[src/rtl/scsi_reg_cycle_pkg.sv]
// Shared SDMAC definitions for the WD33C93 register-cycle sequencer:
// FSM state encoding, default cycle timings and timer width.
package scsi_reg_cycle_pkg;

    typedef enum logic [2:0] {
        ST_IDLE    = 3'd0,
        ST_SETUP   = 3'd1,
        ST_STROBE  = 3'd2,
        ST_HOLD    = 3'd3,
        ST_TERM    = 3'd4,
        ST_WAIT_AS = 3'd5
    } state_t;

    localparam int T_SETUP_DEF  = 1;
    localparam int T_STROBE_DEF = 3;
    localparam int T_HOLD_DEF   = 1;
    localparam int T_REC_DEF    = 2;
    localparam int TMR_W        = 3;

    // Clamp a timing value into the 3-bit counter range.
    function automatic logic [TMR_W-1:0] sat3(input int v);
        if (v < 0) return '0;
        if (v > 7) return 3'd7;
        return 3'(v);
    endfunction

endpackage

[src/rtl/scsi_reg_cycle_if.sv]
// CPU-side decode inputs and WD33C93-side bus signals of the register-cycle sequencer.
interface scsi_reg_cycle_if;
    logic       as_n;
    logic       ds_n;
    logic       r_w;
    logic       dmac_n;
    logic [4:0] addr;
    logic [7:0] pd;
    logic       wdregreq;
    logic       css_n;
    logic       ior_n;
    logic       iow_n;
    logic       wd_a0;
    logic [7:0] rd_data;
    logic       wd_dsk_n;

    modport master (
        output as_n, ds_n, r_w, dmac_n, addr, pd,
        input  wdregreq, css_n, ior_n, iow_n, wd_a0, rd_data, wd_dsk_n
    );

    modport slave (
        input  as_n, ds_n, r_w, dmac_n, addr, pd,
        output wdregreq, css_n, ior_n, iow_n, wd_a0, rd_data, wd_dsk_n
    );
endinterface

[src/rtl/sdmac_timer.sv]
// 3-bit loadable down-counter that stops at zero; used for phase and recovery timing.
module sdmac_timer
    import scsi_reg_cycle_pkg::*;
(
    input  logic             clk,
    input  logic             rst_n,
    input  logic             load,
    input  logic [TMR_W-1:0] load_val,
    output logic             zero
);
    logic [TMR_W-1:0] count;

    always_ff @(posedge clk or negedge rst_n) begin
        if (!rst_n) begin
            count <= '0;
        end else if (load) begin
            count <= load_val;
        end else if (count != '0) begin
            count <= count - 3'd1;
        end
    end

    assign zero = (count == '0);
endmodule

[src/rtl/scsi_reg_cycle.sv]
// WD33C93 register-cycle sequencer: decodes CPU accesses, times CSS_/IOR_/IOW_,
// captures read data and terminates the cycle toward the DSACK merge.
//   state   | meaning
//   IDLE    | bus free; start once recovery has expired
//   SETUP   | CSS_ low, strobes high
//   STROBE  | IOR_ or IOW_ low
//   HOLD    | strobes high, CSS_ still low
//   TERM    | WD_DSK_ low until AS_ rises
//   WAIT_AS | after reset, ignore the access in flight until AS_ goes high
module scsi_reg_cycle
    import scsi_reg_cycle_pkg::*;
#(
    parameter int T_SETUP  = T_SETUP_DEF,
    parameter int T_STROBE = T_STROBE_DEF,
    parameter int T_HOLD   = T_HOLD_DEF,
    parameter int T_REC    = T_REC_DEF
) (
    input logic             clk,
    input logic             rst_n,
    scsi_reg_cycle_if.slave bus
);
    // Phase timer loads T-1 so a state lasts exactly T clocks.
    localparam logic [TMR_W-1:0] LD_SETUP  = sat3(T_SETUP - 1);
    localparam logic [TMR_W-1:0] LD_STROBE = sat3(T_STROBE - 1);
    localparam logic [TMR_W-1:0] LD_HOLD   = sat3(T_HOLD - 1);
    localparam logic [TMR_W-1:0] LD_REC    = sat3(T_REC);

    state_t           state;
    state_t           nxt;
    logic             phase_load;
    logic [TMR_W-1:0] phase_val;
    logic             phase_zero;
    logic             rec_load;
    logic             rec_zero;
    logic             qual;
    logic             start;
    logic             rw_q;
    logic             abort_q;
    logic             armed;
    logic             wait_req;
    logic             unused_addr;

    assign unused_addr = ^{bus.addr[3:2], bus.addr[0]};

    assign qual  = !bus.as_n && !bus.ds_n && !bus.dmac_n && bus.addr[4];
    assign start = qual && armed && rec_zero;

    sdmac_timer u_phase (
        .clk      (clk),
        .rst_n    (rst_n),
        .load     (phase_load),
        .load_val (phase_val),
        .zero     (phase_zero)
    );

    sdmac_timer u_rec (
        .clk      (clk),
        .rst_n    (rst_n),
        .load     (rec_load),
        .load_val (LD_REC),
        .zero     (rec_zero)
    );

    always_comb begin
        nxt        = state;
        phase_load = 1'b0;
        phase_val  = '0;
        rec_load   = 1'b0;
        case (state)
            ST_IDLE: begin
                if (start) begin
                    nxt        = ST_SETUP;
                    phase_load = 1'b1;
                    phase_val  = LD_SETUP;
                end else if (!armed && !bus.as_n) begin
                    nxt = ST_WAIT_AS;
                end
            end
            ST_SETUP: begin
                if (bus.as_n) begin
                    nxt      = ST_IDLE;
                    rec_load = 1'b1;
                end else if (phase_zero) begin
                    nxt        = ST_STROBE;
                    phase_load = 1'b1;
                    phase_val  = LD_STROBE;
                end
            end
            ST_STROBE: begin
                if (phase_zero) begin
                    nxt        = ST_HOLD;
                    phase_load = 1'b1;
                    phase_val  = LD_HOLD;
                end
            end
            ST_HOLD: begin
                if (phase_zero) begin
                    if (abort_q || bus.as_n) begin
                        nxt      = ST_IDLE;
                        rec_load = 1'b1;
                    end else begin
                        nxt = ST_TERM;
                    end
                end
            end
            ST_TERM: begin
                if (bus.as_n) begin
                    nxt      = ST_IDLE;
                    rec_load = 1'b1;
                end
            end
            ST_WAIT_AS: begin
                if (bus.as_n) nxt = ST_IDLE;
            end
            default: nxt = ST_IDLE;
        endcase
    end

    // A qualified access held off by recovery still claims the bus.
    assign wait_req = (state == ST_IDLE) && (nxt == ST_IDLE) && qual && armed && !rec_zero;

    always_ff @(posedge clk or negedge rst_n) begin
        if (!rst_n) begin
            state        <= ST_IDLE;
            rw_q         <= 1'b0;
            abort_q      <= 1'b0;
            armed        <= 1'b0;
            bus.css_n    <= 1'b1;
            bus.ior_n    <= 1'b1;
            bus.iow_n    <= 1'b1;
            bus.wd_dsk_n <= 1'b1;
            bus.wdregreq <= 1'b0;
            bus.wd_a0    <= 1'b0;
            bus.rd_data  <= '0;
        end else begin
            state <= nxt;
            if (bus.as_n) armed <= 1'b1;
            if (state == ST_IDLE && start) begin
                rw_q      <= bus.r_w;
                bus.wd_a0 <= bus.addr[1];
                abort_q   <= 1'b0;
            end else if (state == ST_STROBE && bus.as_n) begin
                abort_q <= 1'b1;
            end
            if (state == ST_STROBE && phase_zero && rw_q) bus.rd_data <= bus.pd;
            bus.css_n    <= !(nxt == ST_SETUP || nxt == ST_STROBE || nxt == ST_HOLD);
            bus.ior_n    <= !(nxt == ST_STROBE && rw_q);
            bus.iow_n    <= !(nxt == ST_STROBE && !rw_q);
            bus.wd_dsk_n <= !(nxt == ST_TERM);
            bus.wdregreq <= (nxt == ST_SETUP || nxt == ST_STROBE || nxt == ST_HOLD ||
                             nxt == ST_TERM || wait_req);
        end
    end
endmodule

[src/flat_wrapper.sv]
// flat-port wrapper written by rule: the top's interface ports become plain ports
module scsi_reg_cycle_flat import scsi_reg_cycle_pkg::*;
#(
    parameter int T_SETUP  = T_SETUP_DEF,
    parameter int T_STROBE = T_STROBE_DEF,
    parameter int T_HOLD   = T_HOLD_DEF,
    parameter int T_REC    = T_REC_DEF
)
  (clk, rst_n, bus_as_n, bus_ds_n, bus_r_w, bus_dmac_n, bus_addr, bus_pd, bus_wdregreq, bus_css_n, bus_ior_n, bus_iow_n, bus_wd_a0, bus_rd_data, bus_wd_dsk_n);
  scsi_reg_cycle_if bus_i ();
  input logic clk;
  input logic rst_n;
  input wire logic [$bits(bus_i.as_n)-1:0] bus_as_n;
  input wire logic [$bits(bus_i.ds_n)-1:0] bus_ds_n;
  input wire logic [$bits(bus_i.r_w)-1:0] bus_r_w;
  input wire logic [$bits(bus_i.dmac_n)-1:0] bus_dmac_n;
  input wire logic [$bits(bus_i.addr)-1:0] bus_addr;
  input wire logic [$bits(bus_i.pd)-1:0] bus_pd;
  output wire logic [$bits(bus_i.wdregreq)-1:0] bus_wdregreq;
  output wire logic [$bits(bus_i.css_n)-1:0] bus_css_n;
  output wire logic [$bits(bus_i.ior_n)-1:0] bus_ior_n;
  output wire logic [$bits(bus_i.iow_n)-1:0] bus_iow_n;
  output wire logic [$bits(bus_i.wd_a0)-1:0] bus_wd_a0;
  output wire logic [$bits(bus_i.rd_data)-1:0] bus_rd_data;
  output wire logic [$bits(bus_i.wd_dsk_n)-1:0] bus_wd_dsk_n;
  assign bus_i.as_n = bus_as_n;
  assign bus_i.ds_n = bus_ds_n;
  assign bus_i.r_w = bus_r_w;
  assign bus_i.dmac_n = bus_dmac_n;
  assign bus_i.addr = bus_addr;
  assign bus_i.pd = bus_pd;
  assign bus_wdregreq = bus_i.wdregreq;
  assign bus_css_n = bus_i.css_n;
  assign bus_ior_n = bus_i.ior_n;
  assign bus_iow_n = bus_i.iow_n;
  assign bus_wd_a0 = bus_i.wd_a0;
  assign bus_rd_data = bus_i.rd_data;
  assign bus_wd_dsk_n = bus_i.wd_dsk_n;
  scsi_reg_cycle #(.T_SETUP(T_SETUP), .T_STROBE(T_STROBE), .T_HOLD(T_HOLD), .T_REC(T_REC)) u_core (.clk(clk), .rst_n(rst_n), .bus(bus_i));
endmodule
[config.mk]
export PLATFORM = sky130hd
export DESIGN_NAME = scsi_reg_cycle_flat
export DESIGN_NICKNAME = d
export VERILOG_FILES = /design/src/rtl/scsi_reg_cycle_pkg.sv /design/src/rtl/scsi_reg_cycle_if.sv /design/src/rtl/sdmac_timer.sv /design/src/rtl/scsi_reg_cycle.sv /design/src/flat_wrapper.sv
export SDC_FILE = /design/constraint.sdc
export NUM_CORES = 1
export LEC_CHECK = 0
export ABC_CLOCK_PERIOD_IN_PS = 1600
export CORE_UTILIZATION = 43
export CTS_BUF_LIST = sky130_fd_sc_hd__clkbuf_16
export DETAILED_ROUTE_END_ITERATION = 8
export PLACE_DENSITY = 0.78
export SLEW_MARGIN = 30
export SYNTH_ARGS = -nofsm -noshare
export SYNTH_HDL_FRONTEND = slang
export SYNTH_SLANG_ARGS = --single-unit
[constraint.sdc]
create_clock -name clk -period 1.6 [get_ports clk]
set_input_delay 0.24 -clock clk [delete_from_list [all_inputs] [get_ports clk]]
set_output_delay 0.24 -clock clk [all_outputs]
set_load 0.01 [all_outputs]
==> impl_results.html <==
<table>
<tr><th>Metric</th><th>Value</th></tr>
<tr><th colspan="2">Clocking</th></tr>
<tr><td>Clock tree from TritonCTS</td><td>done</td></tr>
<tr><td>Number of hold buffers added after CTS</td><td>0</td></tr>
<tr><td>Number of buffers on the longest clock path</td><td>2</td></tr>
<tr><td>Root buf cell</td><td>clkbuf_16</td></tr>
<tr><td>H-tree depth</td><td>1</td></tr>
<tr><td>Number of buffers created by CTS</td><td>3</td></tr>
<tr><td>Clock slew seen by the registers of the worst setup and hold paths</td><td>0.07 ns</td></tr>
<tr><td># clock sinks</td><td>26</td></tr>
<tr><td>Clock latency on the worst-skew pair</td><td>0.26 ns</td></tr>
<tr><th colspan="2">Floorplanning</th></tr>
<tr><td>Std-Cell Core Area</td><td>0.002758 mm²</td></tr>
<tr><td>Number of rows created at floorplan</td><td>19</td></tr>
<tr><td>DIE AREA</td><td>0.003109 mm²</td></tr>
<tr><td>Vert. Die Dim</td><td>about 56 µm</td></tr>
<tr><td>IO Pins</td><td>33</td></tr>
<tr><td>Initial cell density of the core</td><td>45.05%</td></tr>
<tr><td>Overall die width</td><td>~56 µm</td></tr>
<tr><th colspan="2">Cells and area</th></tr>
<tr><td>Nets</td><td>180</td></tr>
<tr><td>Layout cell share with drive strength beyond 1</td><td>39.10%</td></tr>
<tr><td>Area grow syn2layout</td><td>50.76%</td></tr>
<tr><td>Antenna cells</td><td>0</td></tr>
<tr><td>Final instance area</td><td>0.001873 mm²</td></tr>
<tr><td>Number of fill cells</td><td>between 200 and 250</td></tr>
<tr><td>Post-layout instance count excluding filler cells</td><td>~190</td></tr>
<tr><th colspan="2">Yosys</th></tr>
<tr><td>Cells after Synth</td><td>~110</td></tr>
<tr><td>Area share of the largest cell type after synthesis</td><td>between 40% and 50%</td></tr>
<tr><td>Share of synthesized area occupied by flip-flops and latches</td><td>approximately 53%</td></tr>
<tr><td>Post-synth top area cell</td><td>dfrtp_1</td></tr>
<tr><td>Post-Syn Nets</td><td>129</td></tr>
<tr><td>Yosys cell types</td><td>36</td></tr>
<tr><td>Post-synthesis sequential element count</td><td>26</td></tr>
<tr><td>Average cell area after synthesis</td><td>11.72 µm²</td></tr>
<tr><td>Top cells by area in the synthesized netlist</td><td>dfrtp_1 44%, mux2_2 9.1%, dfstp_2 8.5%</td></tr>
<tr><td>Total number of yosys warnings</td><td>0</td></tr>
<tr><td>Cell area after synthesis</td><td>around 0.0012 mm²</td></tr>
<tr><th colspan="2">Setup path</th></tr>
<tr><td>Depth of the worst register-to-register path</td><td>7</td></tr>
<tr><td>Startpoint class of the critical path</td><td>flip-flop</td></tr>
<tr><td>CP Data Required Time</td><td>~1.7 ns</td></tr>
<tr><td>Largest driver fanout on the critical path</td><td>4</td></tr>
<tr><td>Worst Path Arrival</td><td>between 1.5 and 2 ns</td></tr>
<tr><td>Capture instance of the worst register-to-register path</td><td>u_core.bus.wdregreq$_DFF_PN0_</td></tr>
<tr><td>Origin of the critical flop-to-flop path</td><td>u_core.u_phase.count[1]$_DFFE_PN0P_</td></tr>
<tr><td>Kind of end point of the critical path</td><td>flip-flop</td></tr>
<tr><td>Kind of critical path</td><td>reg -&gt; reg</td></tr>
<tr><td>R2R Setup Slk</td><td>about 0.027 ns</td></tr>
<tr><th colspan="2">Placement</th></tr>
<tr><td>Worst setup timing slack at the placement stage</td><td>-0.1980 ns</td></tr>
<tr><td>Weighted congestion at the end of routability-driven global placement</td><td>just over 0.8</td></tr>
<tr><td>Dpl cells</td><td>176</td></tr>
<tr><td>Port Buffers</td><td>29</td></tr>
<tr><td>Cell area after placement</td><td>between 0.0015 and 0.002 mm²</td></tr>
<tr><td>Post-detailed-placement half-perimeter wirelength</td><td>1996 µm</td></tr>
<tr><th colspan="2">STA</th></tr>
<tr><td>Unrepaired setup endpoints after global routing</td><td>true</td></tr>
<tr><td>Slack of the critical path</td><td>0.02686 ns</td></tr>
<tr><td>Worst slew pin tran</td><td>between 0.3 and 0.4 ns</td></tr>
<tr><td>Post-Route Skew</td><td>~0.0028 ns</td></tr>
<tr><td>Highest Clock Rate</td><td>between 600 and 700 MHz</td></tr>
<tr><td>TNS Setup</td><td>0 ns</td></tr>
<tr><td>Number of failing setup endpoints in the final timing report</td><td>0</td></tr>
<tr><td>Relative slew slack</td><td>78.74%</td></tr>
<tr><td>Total count of max-transition violations in the final report</td><td>0</td></tr>
<tr><td>Final worst-path cycle share</td><td>between 90 and 100%</td></tr>
<tr><td>Post-layout min period</td><td>~1.6 ns</td></tr>
<tr><td>Final Hold Viols</td><td>0</td></tr>
<tr><th colspan="2">Routing</th></tr>
<tr><td>Drt pass-1 iters</td><td>4</td></tr>
<tr><td>Via count</td><td>about 1000</td></tr>
<tr><td>Antenna-violating nets left</td><td>0</td></tr>
<tr><td>DRC violations left</td><td>0</td></tr>
<tr><td>Final routed wirelength across all metal layers</td><td>about 2900 µm</td></tr>
<tr><td>DRC violation total after the first TritonRoute iteration</td><td>15</td></tr>
<tr><td>Average detailed-routed wire length per instance</td><td>between 15 and 20 µm</td></tr>
<tr><td>Via count normalized by instance count</td><td>roughly 5.3</td></tr>
<tr><th colspan="2">Power and ir drop</th></tr>
<tr><td>Maximum VDD drop</td><td>~1.4 mV</td></tr>
<tr><td>Power density normalized to cell area</td><td>around 1700 mW/mm²</td></tr>
<tr><td>Total power</td><td>around 3200 µW</td></tr>
<tr><td>Total leakage power</td><td>about 0.00084 µW</td></tr>
<tr><th colspan="2">Global routing</th></tr>
<tr><td>Number of antenna violations at the first check in global routing</td><td>0</td></tr>
<tr><td>Aggregate global routing overflow</td><td>0</td></tr>
<tr><td>Vias in the first global route</td><td>~1100</td></tr>
<tr><td>Wire length of the first global-routing pass</td><td>roughly 4900 µm</td></tr>
<tr><td>Maximum number of pins on one net before global-route repair</td><td>16</td></tr>
<tr><td>All-layer global routing usage</td><td>between 20% and 30%</td></tr>
<tr><th colspan="2">Outcome</th></tr>
<tr><td>Status</td><td>finished clean</td></tr>
<tr><th colspan="2">Hold path</th></tr>
<tr><td>Type of the worst min-delay path</td><td>in -&gt; async</td></tr>
<tr><th colspan="2">Run</th></tr>
<tr><td>Number of violations of the max-capacitance limit</td><td>0</td></tr>
</table>
[synth_stat cells]
cell and number:
mux2i_1 3, o22ai_1 1, nor3_4 1, nand2_1 4
nand2b_1 1, a32oi_1 1, nand4_1 1, and4bb_1 1
inv_1 7, mux2_2 10, o221ai_2 1, nand2b_4 2
or2_1 2, and2b_4 1, or3_1 1, dfstp_2 4
nand3b_1 1, o211ai_1 1, nor3_1 4, nand3_1 1
a31oi_1 1, nand4_2 1, nor2_1 11, or2_2 2
buf_2 1, inv_2 2, ha_1 4, dfrtp_1 22
nor3b_1 1, o31a_1 1, xor2_1 1, nor2_2 3
a32oi_2 1, a21oi_1 3, o21ai_1 2, o21a_1 2
[worst max path at each step]
stage / slack (ns) / from / cells after the start / end
3_5_place_dp: -0.20 / bus_dmac_n / 6 / u_core.bus.css_n$_DFF_PN1_
3_3_place_gp: -0.16 / bus_dmac_n / 5 / u_core.bus.iow_n$_DFF_PN1_
6_report: 0.03 / u_core.u_phase.count[1]$_DFFE_PN0P_ / 7 / u_core.bus.wdregreq$_DFF_PN0_
4_1_cts: 0.01 / u_core.u_rec.count[1]$_DFFE_PN0P_ / 7 / u_core.bus.css_n$_DFF_PN1_
2_1_floorplan: 0.02 / u_core.u_phase.count[0]$_DFFE_PN0P_ / 6 / u_core.bus.iow_n$_DFF_PN1_
5_1_grt: -0.06 / u_core.u_phase.count[0]$_DFFE_PN0P_ / 7 / u_core.bus.wdregreq$_DFF_PN0_
[registers in the layout (all words and copies together) (netlist names), 3 cells and up]
name	cells
u_core.state	3
u_core.u_phase.count	3
u_core.u_rec.count	3
u_core.bus.rd_data	8
[placed cells by master, fill, tap and decap left out, drive strengths merged, types with 2 or more instances in the layout]
master,synthesis,final
or2,4,4
clkdlybuf4s50,0,29
o21a,2,2
nand4,2,2
mux2,10,10
clkbuf,0,3
o21ai,2,2
a32oi,2,2
dfstp,4,4
nand2b,3,3
nand2,4,4
nor3,5,5
ha,4,4
a21oi,3,3
dfrtp,22,22
mux2i,3,3
nor2,14,14
inv,9,9
buf,1,18
[routing by layer]
| layer | GRT usage, % | routed length (µm) | vias up | part of all wire, % |
|---|---|---|---|---|
| met2 | 38.21 | 1618 | 15 | 57 |
| met1 | 23.31 | 1131 | 498 | 40 |
| met5 | 0 | 0 | - | 0 |
| met3 | 3.953 | 71 | 5 | 2.5 |
| met4 | 6.429 | 31 | 0 | 1.1 |
| li1 | - | - | 466 | - |
[timing repair]
item                                    in CTS  in global routing
pin swaps                                    5                  6
buffers inserted                             5                  2
resized for setup                            8                  7
endpoints found under the setup margin       9                 15
[power breakdown]
group	total [µW]	leakage [µW]	switching, µW	internal [µW]
Combinational	1430	0.000482	646	780
Clock	730	0.0000511	232	498
Sequential	1030	0.000305	150	883
[final cells by class]
cell class	instances	area (µm²)	share of cell area, %
clock buffer	3	75.07	4.008
sequential	26	658.1	35.14
timing repair buffer	47	425.4	22.71
clock inverter	1	30.03	1.603
inverter	9	33.78	1.804
tap	31	38.79	2.071
multi-input combinational	70	611.8	32.67
[metrics by stage]
stage          hold WS [ns]  util, %
6_report             0.2076    67.92
5_1_grt              0.2212    67.92
4_1_cts              0.2154    66.61
3_5_place_dp         0.4564    60.25
3_3_place_gp         0.4542    60.25
2_1_floorplan      -0.05559        -
[cell families (layout without fill, tap and decap cells)]
kind of cell / after synthesis / in the layout / synth area share [%]
simple gates: 38 / 38 / 19.13
compound gates: 14 / 14 / 8.762
mux: 13 / 13 / 11.48
xor+xnor: 1 / 1 / 0.7051
fa+ha+maj: 4 / 4 / 4.028
buf+inv: 10 / 60 / 3.122
flops: 26 / 26 / 52.77
[critical path: stages, from the launching register on]
cell and delay [ns]:
dfrtp_1 0.39, inv_2 0.08, ha_4 0.17, nand2b_4 0.07, o31a_1 0.28, nor3_4 0.24, o21a_1 0.15, o22ai_1 0.07
(Power assumes the default switching activity.)
